===== src/rtl/mesi_pkg.sv =====
// mesi_pkg: shared MESI, opcode, bus and FSM types for the line controller
package mesi_pkg;
   localparam int ADDR_W_DEF   = 32;
   localparam int INDEX_W_DEF  = 4;
   localparam int OFFSET_W_DEF = 6;
   typedef enum logic [1:0] {ST_I, ST_S, ST_E, ST_M} mesi_t;
   typedef enum logic [3:0] {
      OP_RD, OP_WR, OP_IFETCH, OP_L2_INV, OP_SNP_INV,
      OP_SNP_RD, OP_SNP_WR, OP_SNP_RWIM, OP_CLEAR, OP_PRINT
   } op_t;
   typedef enum logic [1:0] {BUS_READ, BUS_WRITE, BUS_INV, BUS_RWIM} bus_op_t;
   typedef enum logic [1:0] {SNP_NOHIT, SNP_HIT, SNP_HITM} snoop_t;
   typedef enum logic [2:0] {
      S_IDLE, S_LOOKUP, S_WB, S_FILL, S_BUSOP, S_UPDATE, S_CLEAR
   } fsm_t;
endpackage


===== src/rtl/mesi_state_array.sv =====
// mesi_state_array: direct-mapped tag/state store, async read, single sync write
module mesi_state_array
   import mesi_pkg::*;
#(
   parameter int INDEX_W = INDEX_W_DEF,
   parameter int TAG_W   = 22
)(
   input  logic               clk,
   input  logic               reset,
   input  logic [INDEX_W-1:0] rd_index,
   output logic [TAG_W-1:0]   rd_tag,
   output mesi_t              rd_state,
   input  logic               wr_en,
   input  logic [INDEX_W-1:0] wr_index,
   input  logic [TAG_W-1:0]   wr_tag,
   input  mesi_t              wr_state
);
   logic [TAG_W-1:0] tags   [2**INDEX_W];
   mesi_t            states [2**INDEX_W];
   assign rd_tag   = tags[rd_index];
   assign rd_state = states[rd_index];
   always_ff @(posedge clk) begin
      if (reset) begin
         for (int i = 0; i < 2**INDEX_W; i++) begin
            tags[i]   <= '0;
            states[i] <= ST_I;
         end
      end else if (wr_en) begin
         tags[wr_index]   <= wr_tag;
         states[wr_index] <= wr_state;
      end
   end
endmodule


===== src/rtl/mesi_line_ctrl.sv =====
// mesi_line_ctrl: per-line MESI controller issuing bus ops and publishing state updates
module mesi_line_ctrl
   import mesi_pkg::*;
#(
   parameter int ADDR_W   = ADDR_W_DEF,
   parameter int INDEX_W  = INDEX_W_DEF,
   parameter int OFFSET_W = OFFSET_W_DEF
)(
   input  logic               clk,
   input  logic               reset,
   input  logic               cmd_valid,
   output logic               cmd_ready,
   input  logic [3:0]         cmd_op,
   input  logic [ADDR_W-1:0]  cmd_addr,
   output logic               bus_valid,
   output logic [1:0]         bus_op,
   output logic [ADDR_W-1:0]  bus_addr,
   input  logic               bus_ack,
   input  logic [1:0]         bus_snoop_res,
   output logic               upd_valid,
   output logic [INDEX_W-1:0] upd_index,
   output logic [1:0]         upd_state,
   output logic [1:0]         snoop_res_o
);
   localparam int TAG_W  = ADDR_W - INDEX_W - OFFSET_W;
   localparam int LINE_W = ADDR_W - OFFSET_W;
   fsm_t               st, lk_next;
   logic [3:0]         op_q;
   logic [LINE_W-1:0]  line_q;
   logic [INDEX_W-1:0] idx, clr_idx, wr_idx;
   logic [TAG_W-1:0]   ctag, rd_tag, tag_q, wr_tag;
   logic [ADDR_W-1:0]  line_addr, lk_addr;
   mesi_t              rd_state, fin_q, wr_state, fill_state, lk_fin, new_fin;
   snoop_t             snp_q, lk_snp, new_snp;
   bus_op_t            lk_op;
   logic               hit, evict, wr_en, to_upd;

   assign idx        = line_q[INDEX_W-1:0];
   assign ctag       = line_q[LINE_W-1:INDEX_W];
   assign line_addr  = {line_q, {OFFSET_W{1'b0}}};
   assign hit        = rd_tag == ctag && rd_state != ST_I;
   assign evict      = op_q == OP_RD || op_q == OP_WR || op_q == OP_IFETCH;
   assign fill_state = op_q == OP_WR ? ST_M : bus_snoop_res == SNP_NOHIT ? ST_E : ST_S;
   assign cmd_ready  = st == S_IDLE;

   always_comb begin
      lk_next = S_UPDATE;
      lk_op   = BUS_WRITE;
      lk_addr = line_addr;
      lk_fin  = rd_state;
      lk_snp  = SNP_NOHIT;
      case (op_q)
         OP_RD, OP_IFETCH, OP_WR: begin
            if (op_q == OP_WR) lk_fin = ST_M;
            if (!hit) begin
               lk_next = rd_state == ST_M ? S_WB : S_FILL;
               lk_op   = rd_state == ST_M ? BUS_WRITE : op_q == OP_WR ? BUS_RWIM : BUS_READ;
               lk_addr = rd_state == ST_M ? {rd_tag, idx, {OFFSET_W{1'b0}}} : line_addr;
            end else if (op_q == OP_WR && rd_state == ST_S) begin
               lk_next = S_BUSOP;
               lk_op   = BUS_INV;
            end
         end
         OP_L2_INV: if (hit) begin
            lk_fin  = ST_I;
            lk_next = rd_state == ST_M ? S_WB : S_UPDATE;
         end
         OP_SNP_INV: if (hit && rd_state == ST_S) lk_fin = ST_I;
         OP_SNP_RD, OP_SNP_RWIM: if (hit) begin
            lk_fin  = op_q == OP_SNP_RD ? ST_S : ST_I;
            lk_snp  = rd_state == ST_M ? SNP_HITM : SNP_HIT;
            lk_next = rd_state == ST_M ? S_WB : S_UPDATE;
         end
         default: ;
      endcase
   end

   // a snoop/L2 writeback finishes the command; an eviction writeback continues into the fill
   assign to_upd  = st == S_LOOKUP ? lk_next == S_UPDATE
                  : bus_ack && (st == S_FILL || st == S_BUSOP || (st == S_WB && !evict));
   assign new_fin = st == S_LOOKUP ? lk_fin : st == S_FILL ? fill_state : fin_q;
   assign new_snp = st == S_LOOKUP ? lk_snp : snp_q;

   assign wr_en    = st == S_UPDATE || st == S_CLEAR || (st == S_FILL && bus_ack);
   assign wr_idx   = st == S_CLEAR ? clr_idx : idx;
   assign wr_tag   = st == S_CLEAR ? '0 : st == S_FILL ? ctag : tag_q;
   assign wr_state = st == S_CLEAR ? ST_I : st == S_FILL ? fill_state : fin_q;

   mesi_state_array #(.INDEX_W(INDEX_W), .TAG_W(TAG_W)) u_array (
      .clk      (clk),
      .reset    (reset),
      .rd_index (idx),
      .rd_tag   (rd_tag),
      .rd_state (rd_state),
      .wr_en    (wr_en),
      .wr_index (wr_idx),
      .wr_tag   (wr_tag),
      .wr_state (wr_state)
   );

   always_ff @(posedge clk) begin
      if (reset) begin
         st          <= S_IDLE;
         op_q        <= '0;
         line_q      <= '0;
         clr_idx     <= '0;
         tag_q       <= '0;
         fin_q       <= ST_I;
         snp_q       <= SNP_NOHIT;
         bus_valid   <= 1'b0;
         bus_op      <= '0;
         bus_addr    <= '0;
         upd_valid   <= 1'b0;
         upd_index   <= '0;
         upd_state   <= '0;
         snoop_res_o <= '0;
      end else begin
         upd_valid   <= to_upd;
         snoop_res_o <= to_upd ? new_snp : SNP_NOHIT;
         if (to_upd) begin
            upd_index <= idx;
            upd_state <= new_fin;
         end
         case (st)
            S_IDLE: if (cmd_valid) begin
               op_q    <= cmd_op;
               line_q  <= cmd_addr[ADDR_W-1:OFFSET_W];
               clr_idx <= '0;
               st      <= cmd_op == OP_CLEAR ? S_CLEAR : cmd_op <= OP_SNP_RWIM ? S_LOOKUP : S_IDLE;
            end
            S_LOOKUP: begin
               st        <= lk_next;
               fin_q     <= lk_fin;
               tag_q     <= rd_tag;
               snp_q     <= lk_snp;
               bus_valid <= lk_next != S_UPDATE;
               bus_op    <= lk_op;
               bus_addr  <= lk_addr;
            end
            S_WB: if (bus_ack) begin
               st        <= evict ? S_FILL : S_UPDATE;
               bus_valid <= evict;
               bus_op    <= op_q == OP_WR ? BUS_RWIM : BUS_READ;
               bus_addr  <= line_addr;
            end
            S_FILL, S_BUSOP: if (bus_ack) begin
               st        <= S_UPDATE;
               bus_valid <= 1'b0;
               if (st == S_FILL) begin
                  fin_q <= fill_state;
                  tag_q <= ctag;
               end
            end
            S_UPDATE: st <= S_IDLE;
            S_CLEAR: begin
               clr_idx <= clr_idx + 1'b1;
               if (&clr_idx) st <= S_IDLE;
            end
            default: st <= S_IDLE;
         endcase
      end
   end
endmodule


===== config.mk =====
export PLATFORM = sky130hd
export DESIGN_NAME = mesi_line_ctrl
export DESIGN_NICKNAME = d
export VERILOG_FILES = /design/src/rtl/mesi_pkg.sv /design/src/rtl/mesi_state_array.sv /design/src/rtl/mesi_line_ctrl.sv
export SDC_FILE = /design/constraint.sdc
export NUM_CORES = 1
export LEC_CHECK = 0
export CAP_MARGIN = 20
export CORE_UTILIZATION = 48
export DETAILED_ROUTE_END_ITERATION = 7
export GPL_TIMING_DRIVEN = 1
export HOLD_SLACK_MARGIN = 0.05
export PLACE_DENSITY = 0.76
export SYNTH_ARGS = -nofsm -noshare
export SYNTH_HDL_FRONTEND = slang
export SYNTH_SLANG_ARGS = --single-unit

===== constraint.sdc =====
create_clock -name clk -period 8.8 [get_ports clk]
set_clock_uncertainty 0.05 [all_clocks]
set_input_delay 1.76 -clock clk [delete_from_list [all_inputs] [get_ports clk]]
set_output_delay 1.76 -clock clk [all_outputs]
set_load 0.01 [all_outputs]

==> flow_metrics.tcl, run 1 <==
set metrics [dict create \
    yosysTopAreaCellShare 0.514 \
    p_leak_uw 0.00837 \
    clk_pin_slew_worst_paths_ns 0.06 \
    hold_path_class "register to register" \
    gp_congestion 0.896 \
    cp-start-kind "primary input" \
    critPathRequiredTime_ns 9.03 \
    cts_tree "done" \
    grt_pass1_wl_um 88100 \
    setup_ws_ns 3.83 \
    post-route-period-util 0.565 \
    report.final.slew_viol_count 0 \
    cts_sinks 489 \
    hold_viol 0 \
    endpoint_kind "register" \
    die_area_um2 47600 \
    drc 0 \
    ys.flop_type "edfxtp_1" \
    yosysSeqAreaShare 0.608 \
    route.met3.wl_um 5840 \
    maxCapViolCount 0 \
    die_h_um 218 \
    grt_max_degree 77 \
    report.final.setup_viol 0 \
    slew_headroom 0.256 \
    fin_util 0.553 \
    reg2regPathDepth 10 \
    wire_per_inst_um 22.3 \
    syn-instance-count 1933 \
    crit_arrival_ns 5.20 \
    start_util 0.490 \
    ys.warnings.count 0 \
    hpwl_um 37800 \
    dp_slack_ns 3.25 \
    cts_hold_buf 0 \
    overflow 0 \
    drtIter0Drc 1956 \
    clk_path_buf_depth 3 \
    synth-edff-count 384 \
    core_area_um2 45800 \
    place_area_um2 23500 \
    ys_top_cells_by_count "nor2_1 (445), edfxtp_1 (384), nand2_1 (246)" \
    wl_met1_um 23300 \
    vias 15800 \
    setup_tns_ns 0 \
    grt_pass1_vias 15100 \
    final_nets 1987 \
    cts_buffers 51 \
    dr_wl_met2_um 27500 \
    track_usage 0.243 \
    async_flop_share 0 \
    pwr_density_cell_nw_per_um2 271 \
    via_per_inst 6.12 \
    worstSetupPathType "primary input to register" \
    ys_seq_elements 489 \
    routed_wl_um 57700 \
    rsz0062_at_grt "false" \
    antenna_found_initial 0 \
    antenna_cells 0 \
    fmax_mhz 201 \
    firstDrtPassIters 5 \
    synth.area.top_cells "edfxtp_1 (51%), dfxtp_1 (9.4%), mux4_2 (8.1%), nor2_1 (7.4%), nand2_1 (4.1%)" \
    ios 87 \
    fin_crit_ns 4.97 \
    rows 78 \
    post_cts_resized 0 \
    die_width_um 218 \
    yosysMostFrequentCell "nor2_1" \
    area_growth_syn_to_layout_pct 12.8 \
    design_area_um2 25300 \
    worst_pin_slew_ns 1.11 \
    postCtsSetupBuffers 0 \
    synth_top_area_cell "edfxtp_1" \
    worstHoldPathCells 2 \
    syn_area_um2 22400 \
    ant_nets 0 \
    status "finished, final reports clean" \
    syn_area_per_cell_um2 11.6 \
    clock_latency_ns 0.61 \
    top_layer "met4" \
    numPortBuffers 74 \
    vdd_drop_max_mv 0.186 \
    htree_levels 2 \
    cts_root_buf "clkbuf_16" \
    cp_max_fo 25 \
    post_synth_num_cell_types 72 \
    post_route_cells_drive_above_1_share 0.118 \
]
metal layers:
| metal | vias up | GRT usage |
|---|---|---|
| met2 | 866 | 0.396 |
| li1 | 6990 | - |
| met5 | - | 0 |
| met1 | 7893 | 0.333 |
| met3 | 77 | 0.0437 |
| met4 | 0 | 0.0685 |
cell usage in the layout, fill, tap and decap left out, types with 11 or more instances in the layout:
master / count
a211oi_1: 29
a21oi_1: 67
a22oi_1: 23
buf_4: 36
clkbuf_16: 52
clkdlybuf4s50_1: 73
dfxtp_1: 103
edfxtp_1: 384
mux2_2: 16
mux2i_1: 30
mux4_2: 81
nand2_1: 246
nand2b_1: 37
nand3_1: 14
nand3b_1: 30
nor2_1: 445
nor2b_1: 14
nor3_1: 15
nor3b_1: 20
o211ai_1: 23
o21ai_0: 38
o22ai_1: 28
xor2_1: 11
flip-flops by register name, indices dropped and copies added (netlist names), named ones only:
name / flops
u_array.tags: 352
u_array.states: 32
bus_addr: 26
line_q: 26
tag_q: 22
clr_idx: 4
op_q: 4
upd_index: 4
st: 3
bus_op: 2
fin_q: 2
snoop_res_o: 2
snp_q: 2
upd_state: 2
bus_valid: 1
upd_valid: 1
per-stage QoR:
step | hold slack [ns] | power (uW) | instances
after detailed placement | 0.394 | 4590 | 2489
after CTS | 0.404 | 6850 | 2582
after global routing | 0.433 | 7110 | 2584
after floorplan | 0.360 | 4060 | 1938
final | 0.403 | 6870 | 2584
after global placement | 0.369 | 4550 | 2489
worst max-delay path: stages:
cell	delay, ns
clkdlybuf4s50_1	0.72
nand3_1	0.13
a21o_1	0.23
a21oi_1	0.53
nand2_1	0.84
nand2b_1	0.57
buf_4	0.39
area by class of cell:
cell class,instances,area [um^2]
clock buffer,55,1290
clock inverter,38,469
fill,3636,20500
inverter,9,33.8
multi-input combinational,1282,8080
sequential,489,13600
tap,600,751
timing repair buffer,111,1050
path summary, 6_finish.rpt:
kind | start | endpoint | slack [ns]
worst max-delay path | bus_ack | u_array.tags[11][20] | 3.83
worst min-delay path | bus_addr[7] | bus_addr[7] | 0.40
worst max register to register | register | upd_state[1] | 4.05
worst min register to register | bus_addr[7] | bus_addr[7] | 0.40
report_power, final:
part	switching (uW)	internal (uW)	total [uW]
logic	1190	595	1780
registers	156	2660	2820
clock network	934	1340	2270
total	2280	4590	6870
logic make-up after synthesis:
| logic type | after synthesis | synth area share |
|---|---|---|
| compound gates | 263 | 0.0788 |
| xor+xnor | 14 | 0.00546 |
| fa+ha+maj | 1 | 0.000558 |
| buf+inv | 167 | 0.0336 |
| flops | 489 | 0.608 |
| mux | 130 | 0.104 |
| other cells | 1 | 0.000167 |
| simple gates | 868 | 0.170 |
Note: power is estimated with default switching activity, not from simulation.
==> run 2: changes to the inputs <==
Clock period 8.8 ns to 5.1 ns, I/O delays scaled along.
==> run 2 against run 1 <==
- sequential share of layout area is 0.15 points lower
- sequential power is 74% higher
- non-clock buffer count is 30 higher
- cell count grew 1.1%
- highest routed layer unchanged
- critical path depth up 2
- largest cell class unchanged
- worst setup slack lost 3.0 ns
- sequential cell count unchanged
- largest power group unchanged
- wire length rose by 11%
- utilization up 0.16 points
==> flow_metrics.tcl, run 2 (synthesis gave the netlist of run 1 again) <==
set metrics [dict create \
    postCtsSetupBuffers 0 \
    endpoint_kind "register" \
    final_nets 2016 \
    dp_slack_ns 0.941 \
    wire_per_inst_um 24.6 \
    die_width_um 218 \
    worstHoldEndpoint "bus_addr[6]" \
    hold_path_class "register to register" \
    antenna_found_initial 0 \
    status "finished, final reports clean" \
    slew_headroom 0.269 \
    hpwl_um 40200 \
    rows 78 \
    via_per_inst 6.22 \
    cts_sinks 489 \
    track_usage 0.271 \
    gp_congestion 0.908 \
    regToRegSetupSlack_ns 0.87 \
    grt_pass1_vias 15700 \
    clk_pin_slew_worst_paths_ns 0.06 \
    area_growth_syn_to_layout_pct 13.2 \
    cts_tree "done" \
    report.final.setup_viol 0 \
    start_util 0.490 \
    fmax_mhz 236 \
    antenna_cells 0 \
    post_route_cells_drive_above_1_share 0.124 \
    largest_register_ffs 352 \
    die_area_um2 47600 \
    p_leak_uw 0.00843 \
    worst_pin_slew_ns 1.10 \
    setup_tns_ns 0 \
    firstDrtPassIters 6 \
    die_h_um 218 \
    grt_max_degree 92 \
    report.final.slew_viol_count 0 \
    numPortBuffers 74 \
    drtIter0Drc 2279 \
    maxCapViolCount 0 \
    vdd_drop_max_mv 0.276 \
    vias 16300 \
    fillers 3655 \
    routed_wl_um 64300 \
    overflow 0 \
    worstSetupPathType "register to register" \
    final_common_cell "nor2_1" \
    ios 87 \
    cts_hold_buf 0 \
    min-delay-start "bus_addr[6]" \
    worstHoldPathCells 2 \
    fin_crit_ns 4.23 \
    pwr_density_cell_nw_per_um2 452 \
    layout_common_cells "nor2_1 (445), edfxtp_1 (384), nand2_1 (246)" \
    setup_ws_ns 0.866 \
    cp-start-kind "register" \
    clock_latency_ns 0.60 \
    core_area_um2 45800 \
    post-route-period-util 0.830 \
    htree_levels 2 \
    crit_arrival_ns 4.66 \
    rsz0062_at_grt "false" \
    ant_nets 0 \
    largest_registers "u_array.tags (352), u_array.states (32)" \
    critPathRequiredTime_ns 5.53 \
    clk_path_buf_depth 3 \
    cp_max_fo 19 \
    hold_viol 0 \
    largest_register "u_array.tags" \
    post_cts_resized 0 \
    r2r_end "upd_state[1]" \
    cts_root_buf "clkbuf_16" \
    grt_pass1_wl_um 95900 \
    drc 0 \
    cts_buffers 50 \
    reg2regPathDepth 9 \
]
==> run 2: layout make-up <==
cell class	count	area, um^2	share of cell area
sequential	489	13600	0.537
multi-input combinational	1282	8080	0.318
clock buffer	67	1350	0.0531
timing repair buffer	141	1340	0.0528
tap	600	751	0.0296
clock inverter	25	196	0.00774
inverter	9	33.8	0.00133
==> run 2: power breakdown <==
group	leakage, uW	switching (uW)	internal [uW]	total (uW)
logic	0.00286	1990	1080	3060
registers	0.00482	311	4590	4900
clock network	0.000747	1540	1960	3500
==> run 2: worst max-delay path by stage <==
stage	end	slack, ns	startpoint
finish	upd_state[1]	0.87	register
global route	upd_state[1]	0.71	register
CTS	upd_state[1]	0.91	register
detailed placement	upd_state[1]	0.94	register
global placement	upd_state[1]	0.98	register
floorplan	upd_state[1]	1.77	register
==> run 2: critical path: stages (launching register included) <==
cell and delay [ns]:
dfxtp_1 0.89, and2_1 0.64, a22oi_1 0.19, nand2_1 0.42
o32ai_1 0.25, nor4_4 0.20, nand4_2 0.29, o31a_1 0.43
a21boi_4 0.37, mux2_1 0.36
==> run 2: metrics by stage <==
step / utilization / cell area [um^2] / hold slack, ns / total power (uW) / cells
final: 0.555 / 25400 / 0.412 / 11500 / 2613
after global routing: 0.555 / 25400 / 0.441 / 11900 / 2613
after CTS: 0.555 / 25400 / 0.407 / 11400 / 2613
after detailed placement: 0.521 / 23800 / 0.382 / 7950 / 2521
after global placement: 0.521 / 23800 / 0.373 / 7870 / 2521
after floorplan: - / 22500 / 0.360 / 7000 / 1938
==> run 2: layer usage <==
metal / up-vias / GRT usage / wire length, um
met4: 0 / 0.108 / 2440
met1: 7978 / 0.352 / 23700
met5: - / 0 / 0
li1: 7044 / - / -
met2: 1070 / 0.448 / 31100
met3: 166 / 0.0515 / 7050
==> run 3: changes to the inputs <==
Clock period 5.1 ns to 4 ns, I/O delays scaled along.
==> run 3 against run 2 <==
- critical path type unchanged
- combinational power grew 34%
- global-route usage shrank 0.90 points
- largest power group unchanged
- hold slack lost 0.012 ns
- highest routed layer unchanged
- clock power grew 33%
- maximum frequency grew 10%
- wire length shrank 2.9%
- sequential power grew 26%
- critical path depth is the same
- sequential cell count is the same
==> flow_metrics.tcl, run 3 (synthesis gave the netlist of run 1 again) <==
set metrics [dict create \
    die_h_um 218 \
    final_nets 2049 \
    clk_pin_slew_worst_paths_ns 0.06 \
    vdd_drop_max_mv 0.389 \
    p_leak_uw 0.00864 \
    netSwitchingFraction 0.331 \
    die_area_um2 47600 \
    clk_path_buf_depth 3 \
    start_util 0.490 \
    slew_headroom 0.482 \
    report.final.setup_viol 0 \
    track_usage 0.262 \
    fmax_mhz 261 \
    pwr_density_cell_nw_per_um2 580 \
    grt_pass1_wl_um 93300 \
    area_growth_syn_to_layout_pct 14.7 \
    cts_buffers 50 \
    post-route-period-util 0.960 \
    cts_sinks 489 \
    cts_root_buf "clkbuf_16" \
    endpoint_kind "register" \
    report.final.slew_viol_count 0 \
    critPathRequiredTime_ns 4.46 \
    antenna_cells 0 \
    cts_tree "done" \
    ant_nets 0 \
    overflow 0 \
    grt_pass1_vias 15800 \
    maxCapViolCount 0 \
    share_comb_of_total_power 0.275 \
    vias 16200 \
    htree_levels 2 \
    dp_slack_ns 0.0459 \
    fin_crit_ns 3.84 \
    final_common_cell "nor2_1" \
    largest_register_ffs 352 \
    rows 78 \
    hold_viol 0 \
    clock_latency_ns 0.62 \
    drtIter0Drc 1862 \
    fillers 3693 \
    routed_wl_um 62400 \
    hold_path_class "register to register" \
    status "finished, final reports clean" \
    via_per_inst 6.11 \
    worst_pin_slew_ns 0.770 \
    gp_congestion 0.924 \
    seq_power_share 0.414 \
    die_width_um 218 \
    largest_registers "u_array.tags (352), u_array.states (32)" \
    cp_max_fo 18 \
    drc 0 \
    post_route_cells_drive_above_1_share 0.141 \
    firstDrtPassIters 6 \
    worstSetupPathType "register to register" \
    seq_area_um2 13600 \
    p_switching_uw 4940 \
    setup_tns_ns 0 \
    cp-start-kind "register" \
    ios 87 \
    setup_ws_ns 0.161 \
    cts_hold_buf 0 \
    fin_util 0.562 \
    wire_per_inst_um 23.6 \
    pwr-share-clk 0.311 \
    layout_common_cells "nor2_1 (445), edfxtp_1 (384), nand2_1 (245)" \
    core_area_um2 45800 \
    p_int_uw 9980 \
    largest_register "u_array.tags" \
    multiInputGateArea_um2 8080 \
    antenna_found_initial 0 \
    crit_arrival_ns 4.30 \
    numPortBuffers 74 \
    grt_max_degree 77 \
    hpwl_um 40500 \
]
-- run 3: power by group through the flow --
stage          Clock, uW  Combinational (uW)  Sequential [uW]
2_1_floorplan          0                2790             6140
3_3_place_gp           0                3870             6260
3_5_place_dp           0                3960             6290
4_1_cts             4680                3990             6190
5_1_grt             4870                4410             6220
6_report            4640                4100             6180
-- run 3: worst max-delay path: stages, from the launching register on --
cell       delay (ns)
dfxtp_4          0.52
buf_6            0.30
mux4_2           0.56
a211oi_2         0.33
nand3_1          0.18
a2111oi_4        0.43
nand3_2          0.24
or4_1            0.59
a211o_1          0.32
a311oi_2         0.21
-- run 3: routing by layer --
layer	GRT usage	vias to the layer above	wire length (um)
met5	0	-	0
met4	0.100	0	2190
met3	0.0674	169	6840
met2	0.426	939	30000
met1	0.336	7960	23400
li1	-	7111	-
-- run 3: repair_timing --
action	in CTS	in global routing
endpoints found under the setup margin	0	29
buffers inserted	0	10
resized for setup	0	2
-- run 3: through the flow --
step	total power [uW]	instances	hold WS, ns	instance area (um^2)
final	14900	2646	0.400	25700
after global routing	15500	2646	0.424	25700
after CTS	14900	2636	0.403	25600
after detailed placement	10300	2544	0.390	24000
after global placement	10100	2544	0.369	24000
after floorplan	8920	1938	0.360	22500
-- run 3: path summary, 6_finish.rpt --
| check | to | depth (start not counted) | start | slack, ns |
|---|---|---|---|---|
| max | st[1] | 9 | register | 0.16 |
| min | snp_q[1] | 2 | snp_q[1] | 0.40 |
| max reg2reg | st[1] | 9 | register | 0.16 |
| min reg2reg | snp_q[1] | 2 | snp_q[1] | 0.40 |
-- run 3: area by class of cell --
cell class | count | area share
well taps | 600 | 0.0292
clock buffers | 69 | 0.0527
flip-flops and latches | 489 | 0.530
clock inverters | 23 | 0.00982
repair buffers | 174 | 0.0629
multi-input cells | 1282 | 0.314
inverters | 9 | 0.00131
